==> src/rtl/rtlola_event_scheduler.sv <==
// rtlola_event_scheduler: merges input-arrival events and periodic deadlines
// into one time-ordered FIFO and releases the head event to the evaluator
// one per handshake.
module rtlola_event_scheduler #(
  parameter int DATA_W = 64,
  parameter int TS_W   = 32,
  parameter int PERIOD = 500,
  parameter int DEPTH  = 4
) (
  input  logic              clk,
  input  logic              rst,
  input  logic              en,
  input  logic [DATA_W-1:0] input_0,
  input  logic              new_input_0,
  input  logic              eval_ready,
  output logic              ev_valid,
  output logic [DATA_W-1:0] ev_data,
  output logic [TS_W-1:0]   ev_time,
  output logic              pacing_0,
  output logic              pacing_1,
  output logic              q_push,
  output logic              q_push_valid,
  output logic              q_pop,
  output logic              q_pop_valid,
  output logic [7:0]        overflow_cnt
);

  localparam int PTR_W  = $clog2(DEPTH);
  localparam int CNT_W  = $clog2(DEPTH + 1);
  localparam int TICK_W = $clog2(PERIOD);

  typedef struct packed {
    logic [DATA_W-1:0] data;
    logic              has_in;
    logic              per;
    logic [TS_W-1:0]   ts;
  } entry_t;

  entry_t            mem [DEPTH];
  entry_t            push_entry;
  entry_t            head;
  logic [PTR_W-1:0]  rd_ptr;
  logic [PTR_W-1:0]  wr_ptr;
  logic [CNT_W-1:0]  count;
  logic [TS_W-1:0]   ts;
  logic [TICK_W-1:0] tick_cnt;
  logic              tick;
  logic              not_empty;

  assign tick      = (tick_cnt == TICK_W'(PERIOD - 1));
  assign not_empty = (count != '0);

  // Handshake status and the candidate entry; nothing moves while disabled or in reset.
  always_comb begin
    // NOTE: every combinational output gets a default first so no latch is inferred.
    q_push            = 1'b0;
    q_pop             = 1'b0;
    push_entry.data   = new_input_0 ? input_0 : '0;
    push_entry.has_in = new_input_0;
    push_entry.per    = tick;
    push_entry.ts     = ts;
    if (en && !rst) begin
      q_push = new_input_0 | tick;
      q_pop  = eval_ready;
    end
    q_pop_valid  = q_pop && not_empty;
    // A full queue still accepts when a slot is freed by a pop in the same cycle.
    q_push_valid = q_push && ((count < CNT_W'(DEPTH)) || q_pop_valid);
  end

  // Head presentation: fall-through from registered storage, zeroed when empty.
  always_comb begin
    head     = mem[rd_ptr];
    ev_valid = not_empty;
    ev_data  = not_empty ? head.data : '0;
    ev_time  = not_empty ? head.ts   : '0;
    pacing_0 = not_empty && head.has_in;
    pacing_1 = not_empty && head.per;
  end

  // Time base, deadline counter, FIFO pointers/count and the drop counter.
  always_ff @(posedge clk) begin
    // NOTE: sequential state uses non-blocking assignments only.
    if (rst) begin
      ts           <= '0;
      tick_cnt     <= '0;
      rd_ptr       <= '0;
      wr_ptr       <= '0;
      count        <= '0;
      overflow_cnt <= '0;
    end else if (en) begin
      ts       <= ts + TS_W'(1);
      tick_cnt <= tick ? '0 : tick_cnt + TICK_W'(1);
      // Pointers are log2(DEPTH) wide, so the increment wraps on its own.
      if (q_push_valid) wr_ptr <= wr_ptr + PTR_W'(1);
      if (q_pop_valid)  rd_ptr <= rd_ptr + PTR_W'(1);
      case ({q_push_valid, q_pop_valid})
        2'b10:   count <= count + CNT_W'(1);
        2'b01:   count <= count - CNT_W'(1);
        default: count <= count;
      endcase
      if (q_push && !q_push_valid && overflow_cnt != 8'hFF)
        overflow_cnt <= overflow_cnt + 8'd1;
    end
  end

  // Entry storage; write only on an accepted push.
  always_ff @(posedge clk) begin
    // NOTE: storage is not reset; count gates every read, so stale words are never shown.
    if (q_push_valid) mem[wr_ptr] <= push_entry;
  end

endmodule

==> config.mk <==
export PLATFORM = sky130hd
export DESIGN_NAME = rtlola_event_scheduler
export DESIGN_NICKNAME = d
export VERILOG_FILES = /design/src/rtl/rtlola_event_scheduler.sv
export SDC_FILE = /design/constraint.sdc
export NUM_CORES = 1
export LEC_CHECK = 0
export ABC_AREA = 1
export CORE_UTILIZATION = 45
export DETAILED_ROUTE_END_ITERATION = 16
export MAX_ROUTING_LAYER = met4
export PLACE_DENSITY = 0.65
export REMOVE_ABC_BUFFERS = 1
export SLEW_MARGIN = 15
export SYNTH_ARGS = -nofsm -noshare
export SYNTH_HDL_FRONTEND = slang
export SYNTH_SLANG_ARGS = --single-unit
==> constraint.sdc <==
create_clock -name clk -period 8.2 [get_ports clk]
set_input_delay 1.64 -clock clk [delete_from_list [all_inputs] [get_ports clk]]
set_output_delay 1.64 -clock clk [all_outputs]
set_load 0.01 [all_outputs]
# Word-level counts from Yosys, hierarchy flattened
# Memory sizes are Yosys's and may differ from the RTL's. A register that Yosys moved wholly into a read port is not among the register bits.
# Index checks and enable logic that the tools add are counted.
dict set report classes {
  reduce_logical 16
  shift 0
  n_mul 0
  muxes 11
  order_cmp 1
  div_mod_pow 0
  n_eq_ne 4
  add_sub_neg 7
  bitwise 1
}
# op count
set op_table {}
lappend op_table {{64-bit 2-to-1 mux} 2}
lappend op_table {{32-bit by 1-bit adder with 32-bit output, second input constant} 1}
lappend op_table {{32-bit 2-to-1 mux} 1}
lappend op_table {{9-bit by 1-bit adder with 9-bit output, second input constant} 1}
lappend op_table {{9-bit equality test, second input constant} 1}
lappend op_table {{9-bit 2-to-1 mux} 1}
lappend op_table {{8-bit by 1-bit adder with 8-bit output, second input constant} 1}
lappend op_table {{8-bit != test, second input constant} 1}
lappend op_table {{2-bit AND reduction} 4}
lappend op_table {{1-bit logical AND} 7}
lappend op_table {{3-bit case mux with 2 select lines} 1}
lappend op_table {{2-bit by 1-bit adder with 2-bit output, second input constant} 2}
lappend op_table {{1-bit 2-to-1 mux} 4}
lappend op_table {{2-bit 2-to-1 mux} 2}
lappend op_table {{3-bit by 1-bit adder with 3-bit output, second input constant} 1}
lappend op_table {{3-bit < comparator, second input constant} 1}
lappend op_table {{3-bit nonzero test} 1}
lappend op_table {{3-bit by 1-bit subtractor with 3-bit output, second input constant} 1}
lappend op_table {{2-bit by 1-bit equality test with 1-bit output, second input constant} 1}
lappend op_table {{2-bit equality test, second input constant} 1}
lappend op_table {{1-bit zero test} 2}
lappend op_table {{2-bit nonzero test} 1}
lappend op_table {{1-bit logical OR} 1}
lappend op_table {{1-bit OR} 1}
dict set report word_totals {
  romBits 0
  reg_bits 56
  ramBits 392
  latch_bits 0
  input_bits 69
  mem_count 1
  word_cells 47
}
# memory words word_bits rd rd_ports_with_merged_regs write_ports line
set mem_list {}
lappend mem_list {mem 4 98 1 1 1 39} ;# entry_t mem [DEPTH];

# Logic depth before layout (Yosys ltp)
dict set report depth {
  depth_word 10
  ltp_mapped 14
}

# Least setup slack after synthesis
# Ideal clock, no wire load.
dict set report synth_timing {
  kind {input port to flip-flop}
  startpoint {input en}
  endpoint {memory mem[0][0] (netlist bit) (enable)}
  setup_ns 0.556
  n_path_buf 0
  t_arrival_ns 6.362
  required_ns 7.644
  stages 5
  path_slack_ns 1.283
  cell_sequence {inv_2 nor2_1 a21boi_4 nand2_4 nor2_1}
}
dict set report synth_between {
  elab_cells_between_ends 8
  cone_classes {4 x mux; 4 x reduce/logical}
}
# item line
set synth_rtl {}
lappend synth_rtl {{start, declared} 12} ;# input logic en,
lappend synth_rtl {{1-bit logical AND} 62} ;# if (en && !rst) begin
lappend synth_rtl {{1-bit 2-to-1 mux} 62}
lappend synth_rtl {{via q_push} 21} ;# output logic q_push,
lappend synth_rtl {{1-bit logical AND} 68} ;# q_push_valid = q_push && ((count < CNT_W'(DEPTH)) || q_pop_valid);
lappend synth_rtl {{1-bit 2-to-1 mux} 110} ;# if (q_push_valid) mem[wr_ptr] <= push_entry;
lappend synth_rtl {{1-bit 2-to-1 mux (implied by the code)} 110}
lappend synth_rtl {{end, declared} 39}
# The timed path passes the listed nets, and every way through them passes these cells.

# Final worst setup path
dict set report layout_timing {
  startpoint {input rst}
  endpoint {output q_pop_valid}
}
dict set report layout_between {
  elab_chain_cells 4
}
# item line
set layout_rtl {}
lappend layout_rtl {{start, declared} 11} ;# input logic rst,
lappend layout_rtl {{1-bit zero test} 62}
lappend layout_rtl {{1-bit logical AND} 62}
lappend layout_rtl {{1-bit 2-to-1 mux} 62}
lappend layout_rtl {{1-bit logical AND} 66} ;# q_pop_valid = q_pop && not_empty;
lappend layout_rtl {{end, declared} 24} ;# output logic q_pop_valid,
# Every way passes these cells.

==> results by group <==
Status
  – Status: finished, violations left
  – Violated checks: design-rule violations

Setup path
  – Cell family with most CP delay: buffers and inverters
  – Worst path slowest cell: clkdlybuf4s50_1
  – Crit path arrival time: 4460 ps
  – CP peak stage delay: 930 ps
  – Cell Chain, Critical Path: clkdlybuf4s50_1, inv_2, nand3_2, nor2_1, clkdlybuf4s50_1
  – Required time worst endpoint: 6560 ps
  – Buffer and inverter count on the worst path: 3
  – Worst setup EP type: primary output
  – Worst Path Max Fanout: 31
  – Most numerous cell on the critical path: clkdlybuf4s50_1
  – Critical Path Source Type: input pin
  – Crit Path Class: in2out

Timing
  – Pins Over Slew Limit: 0
  – Fin. Hold Viols: 0
  – Period Utilization, post-route: 0.743
  – Setup_tns: 0 ps
  – Clock Skew: between 9 and 10 ps
  – Rel. slew slack: 0.328
  – Final setup viols: 0
  – Least-Margin Pin Slew: 1010 ps
  – Hold slack: between 400 and 500 ps
  – Max Clock Freq: 164 MHz
  – Setup WS post-layout: around 2100 ps
  – Crit path time final: 6100 ps
  – Unrepaired setup endpoints after global routing: false

Cells and area
  – Fin nets: 1,988
  – ANT cells: 0
  – Commonest non-fill, non-tap cell in the layout: nor2_1
  – Share of layout cells above drive strength 1: 0.0595
  – Area Overhead vs Synth: 20.0%
  – Commonest cells after routing, fill and taps aside: 480 x nor2_1, 392 x edfxtp_1, 205 x o21ai_0, 178 x clkdlybuf4s50_1, 167 x nand2_1
  – # fillers: 3,493

Floorplan
  – I/O pin total: 180
  – Starting Density: 0.456
  – Die Ht: 205 um
  – Die span in x: 205 um
  – Cell row count: 74
  – Core area: 40,800 um^2
  – Die ar.: 42,200 um^2

CTS
  – CTS max path bufs: 3
  – Clk_lat worst skew: 560 ps
  – Total CTS buffers: 46
  – Clk sinks: between 400 and 500
  – Hold-fix buffers, CTS: 0
  – CTS tree: yes
  – H-Tree Depth: 2
  – Clk slew on worst S/H paths: 60 ps
  – CTS root buf: clkbuf_16
  – Post-CTS Setup Bufs: 0
  – # resized after CTS: 0

Power and ir drop
  – Pwr dens: 215 nW/um^2
  – Maximum VDD drop: 0.121 mV
  – Leakage: 8.12 nW

Job
  – Max-cap violations: 0

Logic synthesis
  – Netlist Area Pre-Place: 18,600 um^2
  – Synth top area share: 0.632
  – Sequential fraction of the synthesis area: 0.694
  – Post-synth cell types: 38
  – Synth warn: 0
  – Synth top area cells: edfxtp_1 63%, nor2_1 9.8%, dfxtp_1 6.2%
  – Syn Area/Cell: 10.6 um^2
  – Synth area leader: edfxtp_1
  – Synth Instances: 1,756
  – Yosys reg bits: 450

Detailed routing
  – DR iter-0 viols: ~860
  – Routed Wire Length: approximately 43,000 um
  – Avg WL per Cell: 17.2 um
  – Vias/cell: 5.14
  – DR pass1 iterations: 14
  – ANT nets after route: 0
  – Residual DRC: 1
  – DR vias: 12,739

Global routing
  – Number of global-route vias before repair: 12,190
  – First-pass GRT wire length: 65,900 um
  – Initial antenna violation count: 0
  – GRT Resource Usage Total: 0.209
  – Largest net degree at the start of global routing: 130
  – Grt ovf: 0

Placed design
  – DP HPWL: 23,300 um
  – Pre-CTS worst setup slack: 2170 ps
  – IO Port Bufs: 179
  – GPL Wtd Cong: approximately 0.83

Min path
  – Hold Crit Class: reg2reg
tightest hold or removal path, stage by stage (launching register included):
cell	delay [ps]
dfxtp_1	300
inv_1	50
a21oi_1	80
through the flow:
stage | area, um^2 | util | power, mW | instances
finish | 22400 | 0.548 | 4.80 | 2480
global route | 22400 | 0.548 | 4.95 | 2480
CTS | 22400 | 0.548 | 4.84 | 2480
detailed placement | 20900 | 0.511 | 2.80 | 2394
global placement | 20900 | 0.511 | 2.80 | 2394
floorplan | 18300 | - | 2.67 | 1668
flip-flops by register name, summed over array words and instances, names as in the netlist, named ones only:
| signal | cells |
|---|---|
| count | 3 |
| mem | 392 |
| overflow_cnt | 8 |
| rd_ptr | 2 |
| tick_cnt | 9 |
| ts | 32 |
| wr_ptr | 2 |
worst paths after layout:
| kind | start | to | slack [ps] | cells past startpoint |
|---|---|---|---|---|
| max | rst | q_pop_valid | 2100 | 5 |
| min reg2reg | rd_ptr[1] | flip-flop | 480 | 2 |
| min | rd_ptr[1] | flip-flop | 480 | 2 |
| max reg2reg | tick_cnt[1] | mem[1][48] | 4980 | 8 |
synth_stat cells, drive strengths merged:
| cell type | count |
|---|---|
| nor2 | 491 |
| edfxtp | 392 |
| o21ai | 215 |
| nand2 | 171 |
| inv | 130 |
| a21oi | 125 |
| dfxtp | 58 |
| clkbuf | 54 |
| buf | 34 |
| nand3 | 30 |
| nor3 | 13 |
| nand4 | 9 |
| ha | 8 |
| xor2 | 6 |
| nand3b | 3 |
| o21a | 3 |
| xnor2 | 3 |
| nor3b | 2 |
| or2 | 2 |
| a21boi | 1 |
| a31oi | 1 |
| and3 | 1 |
| clkinv | 1 |
| fa | 1 |
| o211ai | 1 |
| o21bai | 1 |
layer usage:
metal  part of all wire  global-route usage  vias to the layer above
met2               0.48               0.346                      348
li1                   -                   -                     6253
met4              0.017              0.0524                        0
met3              0.059              0.0318                       55
met5                  0                   -                        -
met1               0.44               0.268                     6083
cell families (layout without fill, tap and decap cells):
| kind of cell | count (synthesis) | after routing | synth area share |
|---|---|---|---|
| buffers and inverters | 219 | 411 | 0.0465 |
| xor gates and xnor gates | 9 | 9 | 0.00423 |
| AOI/OAI and AO/OA | 347 | 347 | 0.0953 |
| DFF | 450 | 450 | 0.694 |
| and+or+nand+nor | 722 | 722 | 0.154 |
| adders and majority gates | 9 | 9 | 0.00645 |
where the power goes:
group	internal (mW)	switching, mW	leakage [nW]
clock network	1.19	0.850	0.748
registers	2.50	0.00951	4.13
logic	0.0983	0.140	3.25
total	3.80	1.00	8.12
final cells by class:
cell class	count	area, um^2	area share
Multi-Input combinational cell	1087	4860	0.218
Inverter	131	500	0.0224
Timing Repair Buffer	194	1900	0.0849
Tap cell	532	666	0.0298
Clock buffer	60	1320	0.0590
Sequential cell	450	12900	0.579
Clock inverter	26	175	0.00783
(Power assumes the default switching activity.)
